[src/rtl/seq_detector_pkg.sv]
// Shared types for the equal-pair serial detector.
// State enum (3-bit binary) and the reset state used by the detector FSM.
package seq_detector_pkg;

   typedef enum logic [2:0] {
      S_IDLE  = 3'd0,
      S_ONE0  = 3'd1,
      S_ONE1  = 3'd2,
      S_PAIR0 = 3'd3,
      S_PAIR1 = 3'd4
   } seq_state_e;

   localparam seq_state_e RESET_STATE = S_IDLE;

endpackage : seq_detector_pkg

[src/rtl/seq_detector_2.sv]
// Moore FSM that flags when the last two sampled bits of w are equal (00 or 11).
// z is decoded from the state register only, so there is no w-to-z combinational path.
//
// state   | meaning
// --------+-------------------------------------------------
// S_IDLE  | no valid sample since reset
// S_ONE0  | last sample 0, previous differs or absent
// S_ONE1  | last sample 1, previous differs or absent
// S_PAIR0 | last two samples 00 (z=1)
// S_PAIR1 | last two samples 11 (z=1)
module seq_detector_2
   import seq_detector_pkg::*;
(
   input  logic clk,
   input  logic reset,
   input  logic w,
   output logic z
);

   seq_state_e state_q;
   seq_state_e state_d;

   always_ff @(posedge clk or negedge reset) begin
      if (!reset) begin
         state_q <= RESET_STATE;
      end else begin
         state_q <= state_d;
      end
   end

   always_comb begin
      state_d = RESET_STATE;
      unique case (state_q)
         S_IDLE:  state_d = w ? S_ONE1  : S_ONE0;
         S_ONE0:  state_d = w ? S_ONE1  : S_PAIR0;
         S_ONE1:  state_d = w ? S_PAIR1 : S_ONE0;
         S_PAIR0: state_d = w ? S_ONE1  : S_PAIR0;
         S_PAIR1: state_d = w ? S_PAIR1 : S_ONE0;
         // Unused encodings recover to idle rather than guessing a history.
         default: state_d = RESET_STATE;
      endcase
   end

   assign z = (state_q == S_PAIR0) || (state_q == S_PAIR1);

endmodule : seq_detector_2

[config.mk]
export PLATFORM = sky130hd
export DESIGN_NAME = seq_detector_2
export DESIGN_NICKNAME = d
export VERILOG_FILES = /design/src/rtl/seq_detector_pkg.sv /design/src/rtl/seq_detector_2.sv
export SDC_FILE = /design/constraint.sdc
export NUM_CORES = 1
export LEC_CHECK = 0
export BUFFER_PORTS_ARGS = -buffer_cell sky130_fd_sc_hd__buf_4
export CAP_MARGIN = 30
export CORE_AREA = 2 2 39 41
export CTS_CLUSTER_DIAMETER = 60
export DETAILED_ROUTE_END_ITERATION = 8
export DIE_AREA = 0 0 41 43
export HOLD_SLACK_MARGIN = 0.08
export SYNTH_ARGS = -nofsm -noshare
export SYNTH_HDL_FRONTEND = slang
export SYNTH_SLANG_ARGS = --single-unit
[constraint.sdc]
create_clock -name clk -period 2.2 [get_ports clk]
set_input_delay 0.44 -clock clk [delete_from_list [all_inputs] [get_ports clk]]
set_output_delay 0.44 -clock clk [all_outputs]
set_load 0.05 [all_outputs]
==> impl_summary.log, run 1 <==
INFO  metric storage_cell_area = about 75 um^2
INFO  metric reg_top3 = state_q: 3 flops
INFO  metric cts.root.buffer_cell = clkbuf_4
INFO  metric slew-limit-headroom = 0.9154
INFO  metric chipHeight = roughly 43 um
INFO  metric drt.antenna.violating_nets = 0
INFO  metric r2r-start = state_q[1]
INFO  metric dr_iter_0_viols = 0
INFO  metric mappedNetlistArea = between 100 and 150 um^2
INFO  metric io_buffers = 3
INFO  metric power.density_cell_area = just under 1000 nW/um^2
INFO  metric outcome = finished clean
INFO  metric design.die.area = between 1500 and 2000 um^2
INFO  metric maxCapViolations = 0
INFO  metric grt_setup_unrepaired = false
INFO  metric worst_ep_arrival_time = 1.21 ns
INFO  metric worst_setup_path_start_kind = register
INFO  metric wl_per_cell = between 6 and 7 um
INFO  metric max_clock_freq = 606.2 MHz
INFO  metric setup.reg_to_reg.worst_slack = ~1.3 ns
INFO  metric clkSlewWorstSetupHoldPaths = 0.04 ns
INFO  metric syn-num-nets = 15
INFO  metric max-clock-path-buffers = 2
INFO  metric via_per_inst = between 2 and 3
INFO  metric drt-pass1-iter-count = 1
INFO  metric vias_in_the_first_global_route = between 100 and 150
INFO  metric final.period_utilization = 0.7498
INFO  metric postRouteWirelength = 244 um
INFO  metric largest_register_ffs = 3
INFO  metric pin_count_of_the_biggest_net_entering_global_routing = 5
INFO  metric critical_path.max_fanout = 4
INFO  metric filler_cell_count = 150
INFO  metric multi_input_comb_area = slightly above 50 um^2
INFO  metric power.static_leakage = just under 0.0001 uW
INFO  metric worst_pin_slew = 0.1234 ns
INFO  metric ys_types = 9
INFO  metric fin_area = 209.0 um^2
INFO  metric slew_violations = 0
INFO  metric required = 1.76 ns
INFO  metric proportion_of_layout_cells_with_a_drive_suffix_above_1 = 0.3000
INFO  metric cts_hold_repair.buffers = 1
INFO  metric groute.usage.overall = 0.04935
INFO  metric clkSinkCount = 3
INFO  metric antenna_violations_before_repair = 0
INFO  metric ctsResizeCount = 0
INFO  metric clock_latency = around 0.23 ns
INFO  metric floorplan.core_area = ~1400 um^2
INFO  metric placedInstanceArea = around 170 um^2
INFO  metric io_pins = 4
INFO  metric post_synth_inst_count = 12
INFO  metric rr_worst_depth = 2
INFO  metric worstHoldEndpoint = state_q[0]
INFO  metric max-vdd-ir-drop = just over 200 uV
INFO  metric syn_avg_cell_area = between 10 and 15 um^2
INFO  metric final-hold-violation-count = 0
INFO  metric floorplan.rows = 14
INFO  metric capture_instance_of_the_worst_register_to_register_path = state_q[0]
INFO  metric nets = 24
INFO  metric gp_routability_congestion = ~0.6
INFO  metric setup_violations = 0
INFO  metric cts-buffers-inserted = 3
INFO  metric critical_path.slowest_cell = dfrtp_1
INFO  metric skew = between 0.0015 and 0.002 ns
INFO  metric period_minus_slack = between 1.5 and 2 ns
INFO  metric fin_tns_setup = 0 ns
INFO  metric cts_tree = done
INFO  metric antenna-diode-count = 0
INFO  metric synth.yosys.seq_area_share = 0.5769
INFO  metric synth.yosys.warnings = 0
INFO  metric critical_path.top_delay_family = flip-flops
INFO  metric cp_cell_sequence = or2_1 -> mux2i_1 -> buf_4
INFO  metric regMostFlops = state_q
INFO  metric area_delta_synth_final = 60.58%
INFO  metric worstSetupPathDepth = 3
INFO  metric worst_path_max_stage_delay = around 0.40 ns
INFO  metric first_pass_grt_wire_length = 476 um
INFO  metric gr-total-overflow = 0
INFO  metric die_width = just over 40 um
INFO  metric synth_seq_cells = 3
INFO  metric initial_core_util = 0.09403
INFO  metric cts_setup_buffers = 0
INFO  metric cp-end-kind = output port
INFO  metric cts_htree_levels = 1
INFO  metric timing.hold.worst_path_depth = 2
INFO  metric hold_path.startpoint = w
INFO  metric hold_class = in2reg
INFO  metric route.vias.total = ~110
INFO  metric bufs_and_invs_on_worst_path = 1
INFO  metric criticalPathCategory = reg2out
INFO  metric drt_drc_violations_left = 0
==> power breakdown <==
part           leakage (uW)  internal, uW  total, uW  switching, uW
clock network     0.0000150          67.9       94.7           26.8
registers         0.0000369          63.5       71.3           7.83
logic             0.0000471          18.6       41.8           23.2
==> area by class of cell <==
type | count | area share
clock buffer | 4 | 0.1257
inverter | 1 | 0.01796
multi-input combinational | 8 | 0.2455
sequential | 3 | 0.3593
tap | 16 | 0.09581
timing repair buffer | 4 | 0.1557
==> metal layers <==
layer / global-route usage / part of all wire
met3: 0.03141 / 0.020
met5: 0 / 0
met1: 0.05195 / 0.47
met2: 0.04688 / 0.50
met4: 0.08000 / 0
==> worst max path at each step <==
stage	start	end
after global placement	state_q[1]	z
final	state_q[1]	z
after global routing	state_q[1]	z
after detailed placement	state_q[1]	z
after floorplan	state_q[1]	z
after CTS	state_q[1]	z
==> placed cells by master (no fill, tap or decap), drive strengths merged <==
master and instances:
and3 1, a21oi 2, buf 3, mux2i 1
clkbuf 4, nand2b 1, dlygate4sd3 1, dfrtp 3
inv 1, nand2 1, or2 1, xor2 1
==> cells in the mapped netlist <==
cell      count  area [um^2]
or2_1         1        6.260
a21oi_1       2        10.01
dfrtp_1       3        75.07
xor2_1        1        8.760
nand2_1       1        3.750
mux2i_1       1        10.01
inv_1         1        3.750
and3_1        1        6.260
nand2b_1      1        6.260
==> worst register-to-register path, delay by kind of cell (launching register included) <==
| kind | cells | cell delay, ns |
|---|---|---|
| AO/OA/AOI/OAI | 1 | 0.16 |
| flip-flops | 1 | 0.40 |
| AND/OR/NAND/NOR | 1 | 0.23 |
==> through the flow <==
step	setup slack, ns	power, uW	hold WS, ns	util	cells
after CTS	0.5269	216.0	0.3765	0.1510	36
after floorplan	0.3373	99.78	0.1444	-	12
after global routing	0.4927	223.2	0.3892	0.1510	36
after global placement	0.7860	112.2	0.2291	0.1248	31
after detailed placement	0.7799	113.4	0.2301	0.1248	31
final	0.5503	207.8	0.3817	0.1510	36
==> kinds of logic after synthesis <==
family	Yosys count	share of synthesized area
and+or+nand+nor	4	0.1731
DFF	3	0.5769
AOI/OAI and AO/OA	2	0.07693
xor gates and xnor gates	1	0.06732
muxes	1	0.07693
buffers and inverters	1	0.02882
(Power assumes the default switching activity.)
==> run 2, diff against run 1 <==
==> constraint.sdc (replaced) <==
create_clock -name clk -period 1.7 [get_ports clk]
set_input_delay 0.34 -clock clk [delete_from_list [all_inputs] [get_ports clk]]
set_output_delay 0.34 -clock clk [all_outputs]
set_load 0.05 [all_outputs]
==> impl_summary.log, run 2 (synthesis gave the netlist of run 1 again) <==
INFO  metric drt-pass1-iter-count = 2
INFO  metric clkSinkCount = 3
INFO  metric reg_top3 = state_q: 3 flops
INFO  metric skew = 0.002345 ns
INFO  metric proportion_of_layout_cells_with_a_drive_suffix_above_1 = 0.3500
INFO  metric clkSlewWorstSetupHoldPaths = 0.04 ns
INFO  metric slew-limit-headroom = 0.8882
INFO  metric most_frequent_cells_in_the_layout = clkbuf_4 (3), buf_4 (3), dfrtp_1 (3), a21oi_1 (2)
INFO  metric final_cell_count_no_fill = 36
INFO  metric worst_path_max_stage_delay = approximately 0.40 ns
INFO  metric criticalPathCategory = reg2out
INFO  metric maxCapViolations = 0
INFO  metric worst_setup_path_start_kind = register
INFO  metric top_layer = met3
INFO  metric area_delta_synth_final = 63.46%
INFO  metric hold_slack = 0.2804 ns
INFO  metric drt_drc_violations_left = 0
INFO  metric cts_tree = done
INFO  metric largest_register_ffs = 3
INFO  metric floorplan.rows = 14
INFO  metric crit_start = state_q[1]
INFO  metric io_pins = 4
INFO  metric antenna_violations_before_repair = 0
INFO  metric gr-total-overflow = 0
INFO  metric groute.usage.overall = 0.04532
INFO  metric outcome = finished clean
INFO  metric final-hold-violation-count = 0
INFO  metric cts_htree_levels = 1
INFO  metric critical_path.slowest_cell = dfrtp_1
INFO  metric pin_count_of_the_biggest_net_entering_global_routing = 5
INFO  metric hold_class = in2reg
INFO  metric setup_violations = 0
INFO  metric initial_core_util = 0.09403
INFO  metric wl_per_cell = slightly below 7 um
INFO  metric gp_routability_congestion = approximately 0.55
INFO  metric antenna-diode-count = 0
INFO  metric fin_area = roughly 210 um^2
INFO  metric floorplan.core_area = 1384 um^2
INFO  metric critical_path.top_delay_family = flip-flops
INFO  metric via_per_inst = around 3.2
INFO  metric r2r-start = state_q[1]
INFO  metric drt.antenna.violating_nets = 0
INFO  metric design.die.area = between 1500 and 2000 um^2
INFO  metric cts-buffers-inserted = 3
INFO  metric critical_path.max_fanout = 4
INFO  metric route.vias.total = 114
INFO  metric post_placement_cell_count = 31
INFO  metric post-route-util = 0.1537
INFO  metric cts.root.buffer_cell = clkbuf_4
INFO  metric dr_iter_0_viols = 3
INFO  metric die_width = ~41 um
INFO  metric regMostFlops = state_q
INFO  metric hold_path.startpoint = w
INFO  metric clock_latency = ~0.23 ns
INFO  metric max-clock-path-buffers = 2
INFO  metric power.density_cell_area = roughly 1300 nW/um^2
INFO  metric bufs_and_invs_on_worst_path = 1
INFO  metric cp_cell_sequence = or2_1 -> mux2i_2 -> buf_4
INFO  metric power.static_leakage = around 0.00010 uW
INFO  metric detailroute.wirelength.met3 = 31 um
INFO  metric final.period_utilization = 0.9223
INFO  metric drt-met1-wl = between 80 and 90 um
INFO  metric max_clock_freq = between 600 and 700 MHz
INFO  metric vias_in_the_first_global_route = 117
INFO  metric io_buffers = 3
INFO  metric chipHeight = about 43 um
INFO  metric nets = 24
INFO  metric required = ~1.4 ns
INFO  metric period_minus_slack = about 1.6 ns
INFO  metric fin_tns_setup = 0 ns
INFO  metric met2_length = around 120 um
INFO  metric slew_violations = 0
INFO  metric cp-end-kind = output port
INFO  metric max-vdd-ir-drop = around 230 uV
INFO  metric grt_setup_unrepaired = false
INFO  metric postRouteWirelength = 242 um
INFO  metric placedInstanceArea = roughly 180 um^2
INFO  metric worst_ep_arrival_time = ~1.2 ns
INFO  metric worst_pin_slew = between 0.15 and 0.2 ns
INFO  metric first_pass_grt_wire_length = between 400 and 500 um
## run 2: area by class of cell
type                       instances  area, um^2
fill                             161        1171
sequential                         3       75.07
multi-input combinational          8       55.05
timing repair buffer               4       32.53
clock buffer                       4       26.28
tap                               16       20.02
inverter                           1       3.754
## run 2: final timing paths
kind                                   end  slack [ns]  depth (start not counted)
worst max-delay path                     z        0.13                          3
worst min-delay path            state_q[0]        0.28                          2
worst max register to register  state_q[0]        0.83                          2
worst min register to register  state_q[1]        0.53                          1
max in group asynchronous       state_q[0]        1.17                          2
min in group asynchronous       state_q[1]        0.43                          2
## run 2: stage by stage
step | setup slack, ns | power [uW]
after floorplan | 0.1796 | 133.3
after global placement | 0.3764 | 149.3
after detailed placement | 0.3685 | 151.1
after CTS | 0.1202 | 279.6
after global routing | 0.07770 | 295.0
final | 0.1321 | 274.0
## run 2: where the power goes
group / total [uW] / internal [uW] / switching, uW
registers: 92.8 / 82.1 / 10.6
logic: 58.2 / 26.6 / 31.7
clock network: 123 / 87.9 / 35.1
## run 2: what timing repair did
action                                 CTS  global route
hold buffers                             1             0
gates resized for setup                  0             0
endpoints found under the hold margin    3             0
buffers inserted                         0             0
## run 2: layer usage
layer	vias up	GRT usage
met5	-	0
met4	0	0.08000
met3	0	0.04712
met2	3	0.05000
met1	55	0.02597
li1	56	-
==> run 3, diff against run 2 <==
--- a/config.mk
+++ b/config.mk
@@ -8,10 +8,12 @@
 export BUFFER_PORTS_ARGS = -buffer_cell sky130_fd_sc_hd__buf_4
 export CAP_MARGIN = 30
 export CORE_AREA = 2 2 39 41
+export CTS_BUF_LIST = sky130_fd_sc_hd__clkbuf_2
 export CTS_CLUSTER_DIAMETER = 60
 export DETAILED_ROUTE_END_ITERATION = 8
 export DIE_AREA = 0 0 41 43
 export HOLD_SLACK_MARGIN = 0.08
+export PLACE_DENSITY = 0.3
 export SYNTH_ARGS = -nofsm -noshare
 export SYNTH_HDL_FRONTEND = slang
 export SYNTH_SLANG_ARGS = --single-unit
==> impl_summary.log, run 3 (synthesis gave the netlist of run 1 again) <==
INFO  metric post-route-util = 0.1492
INFO  metric multi_input_comb_area = approximately 55 um^2
INFO  metric initial_core_util = 0.09403
INFO  metric worst_path_max_stage_delay = a little under 0.4 ns
INFO  metric filler_cell_count = roughly 150
INFO  metric first_pass_grt_wire_length = about 430 um
INFO  metric clkSlewWorstSetupHoldPaths = around 0.050 ns
INFO  metric cts_setup_buffers = 0
INFO  metric antenna-diode-count = 0
INFO  metric max-clock-path-buffers = 2
INFO  metric power.static_leakage = 0.0001020 uW
INFO  metric bufs_and_invs_on_worst_path = 1
INFO  metric cp_cell_sequence = or2_1 -> mux2i_2 -> buf_4
INFO  metric storage_cell_area = about 75 um^2
INFO  metric hold_class = in2reg
INFO  metric post-place-ws = approximately 0.36 ns
INFO  metric total_power = ~250 uW
INFO  metric hold_slack = 0.3027 ns
INFO  metric dr_iter_0_viols = 5
INFO  metric cts-buffers-inserted = 3
INFO  metric io_pins = 4
INFO  metric wl_per_cell = 7.333 um
INFO  metric clkSinkCount = 3
INFO  metric criticalPathCategory = reg2out
INFO  metric critical_path.top_delay_family = flip-flops
INFO  metric worst_setup_path_start_kind = register
INFO  metric skew = 0.003948 ns
INFO  metric regMostFlops = state_q
INFO  metric route.vias.total = ~110
INFO  metric globalRouteMet1Util = 0.04545
INFO  metric cts_tree = done
INFO  metric groute.layer.met3.usage = 0.03141
INFO  metric global_route_met2_utilization = 0.03750
INFO  metric grt_setup_unrepaired = false
INFO  metric gp_routability_congestion = between 0.5 and 0.6
INFO  metric worst_ep_arrival_time = about 1.2 ns
INFO  metric postRouteWirelength = 264 um
INFO  metric die_width = about 40 um
INFO  metric vias_in_the_first_global_route = around 110
INFO  metric power.density_cell_area = around 1200 nW/um^2
INFO  metric clock_latency = roughly 0.21 ns
INFO  metric max_clock_freq = roughly 640 MHz
INFO  metric fin_tns_setup = 0 ns
INFO  metric reg_top3 = state_q: 3 flops
INFO  metric gr-total-overflow = 0
INFO  metric required = around 1.4 ns
INFO  metric via_per_inst = 3.028
INFO  metric design.die.area = roughly 1800 um^2
INFO  metric worstSetupPathDepth = 3
INFO  metric nets = 24
INFO  metric globalRoute.busiestLayer = met4
INFO  metric area_delta_synth_final = 58.65%
INFO  metric critical_path.max_fanout = 3
INFO  metric cts.root.buffer_cell = clkbuf_2
INFO  metric slew-limit-headroom = 0.8836
INFO  metric setup_violations = 0
INFO  metric leading_cell_type_in_the_layout_fill_and_taps_excluded = clkbuf_2
INFO  metric period_minus_slack = about 1.6 ns
INFO  metric maxCapViolations = 0
INFO  metric floorplan.rows = 14
INFO  metric final.period_utilization = 0.9148
INFO  metric outcome = finished clean
INFO  metric critical_path.slowest_cell = dfrtp_1
INFO  metric timing.hold.worst_path_depth = 2
INFO  metric worst_pin_slew = about 0.17 ns
INFO  metric cts_htree_levels = 1
INFO  metric groute.usage.overall = 0.04733
INFO  metric final-hold-violation-count = 0
INFO  metric floorplan.core_area = ~1400 um^2
INFO  metric slew_violations = 0
INFO  metric largest_register_ffs = 3
INFO  metric ctsResizeCount = 0
INFO  metric max-vdd-ir-drop = between 300 and 400 uV
INFO  metric antenna_violations_before_repair = 0
INFO  metric io_buffers = 3
INFO  metric proportion_of_layout_cells_with_a_drive_suffix_above_1 = 0.4000
INFO  metric rr_worst_depth = 2
INFO  metric most_frequent_cells_in_the_layout = clkbuf_2 (4), buf_4 (3), dfrtp_1 (3), a21oi_1 (2)
INFO  metric cp-end-kind = output port
INFO  metric drt.antenna.violating_nets = 0
INFO  metric pin_count_of_the_biggest_net_entering_global_routing = 5
INFO  metric chipHeight = roughly 43 um
INFO  metric drt_drc_violations_left = 0
INFO  metric drt-pass1-iter-count = 2
INFO  metric final.setup.worst_slack = approximately 0.14 ns
run 3: cell counts in the layout (fill, tap and decap cells not counted):
Identical to the previous run, type by type.
run 3: worst register-to-register path: stages (launching register included):
cell and delay, ns:
dfrtp_1 0.39, or2_1 0.26, a21oi_1 0.17
run 3: cell type report:
type | count | share of cell area
inverters | 1 | 0.01818
flip-flops and latches | 3 | 0.3636
clock buffers | 4 | 0.09697
well taps | 16 | 0.09697
repair buffers | 4 | 0.1576
multi-input cells | 8 | 0.2667
run 3: final timing paths:
check	start	end	slack, ns
min in group asynchronous	reset	state_q[0]	0.45
hold reg to reg	state_q[2]	state_q[1]	0.53
setup / recovery	state_q[0]	z	0.14
max in group asynchronous	reset	state_q[2]	1.15
setup reg to reg	state_q[0]	state_q[0]	0.81
hold / removal	w	state_q[0]	0.30
run 3: timing repair:
action,in CTS,in global routing
hold buffers,1,0
endpoints found under the hold margin,3,0
endpoints found under the setup margin,0,0
run 3: power breakdown:
part / switching [uW] / leakage (uW) / internal, uW
Combinational: 31.9 / 0.0000484 / 26.6
Sequential: 11.0 / 0.0000369 / 82.1
Clock: 39.4 / 0.0000166 / 62.0
run 3: layer usage:
layer | share of wire | wire, um | vias up
met3 | 0.095 | 25 | 2
met2 | 0.34 | 90 | 6
met1 | 0.50 | 133 | 45
met5 | 0 | 0 | -
li1 | - | - | 56
met4 | 0.053 | 14 | 0
run 3: per-stage QoR:
stage | area, um^2 | instances
after floorplan | 133.9 | 12
after global placement | 176.4 | 31
after detailed placement | 176.4 | 31
after CTS | 206.4 | 36
after global routing | 206.4 | 36
final | 206.4 | 36
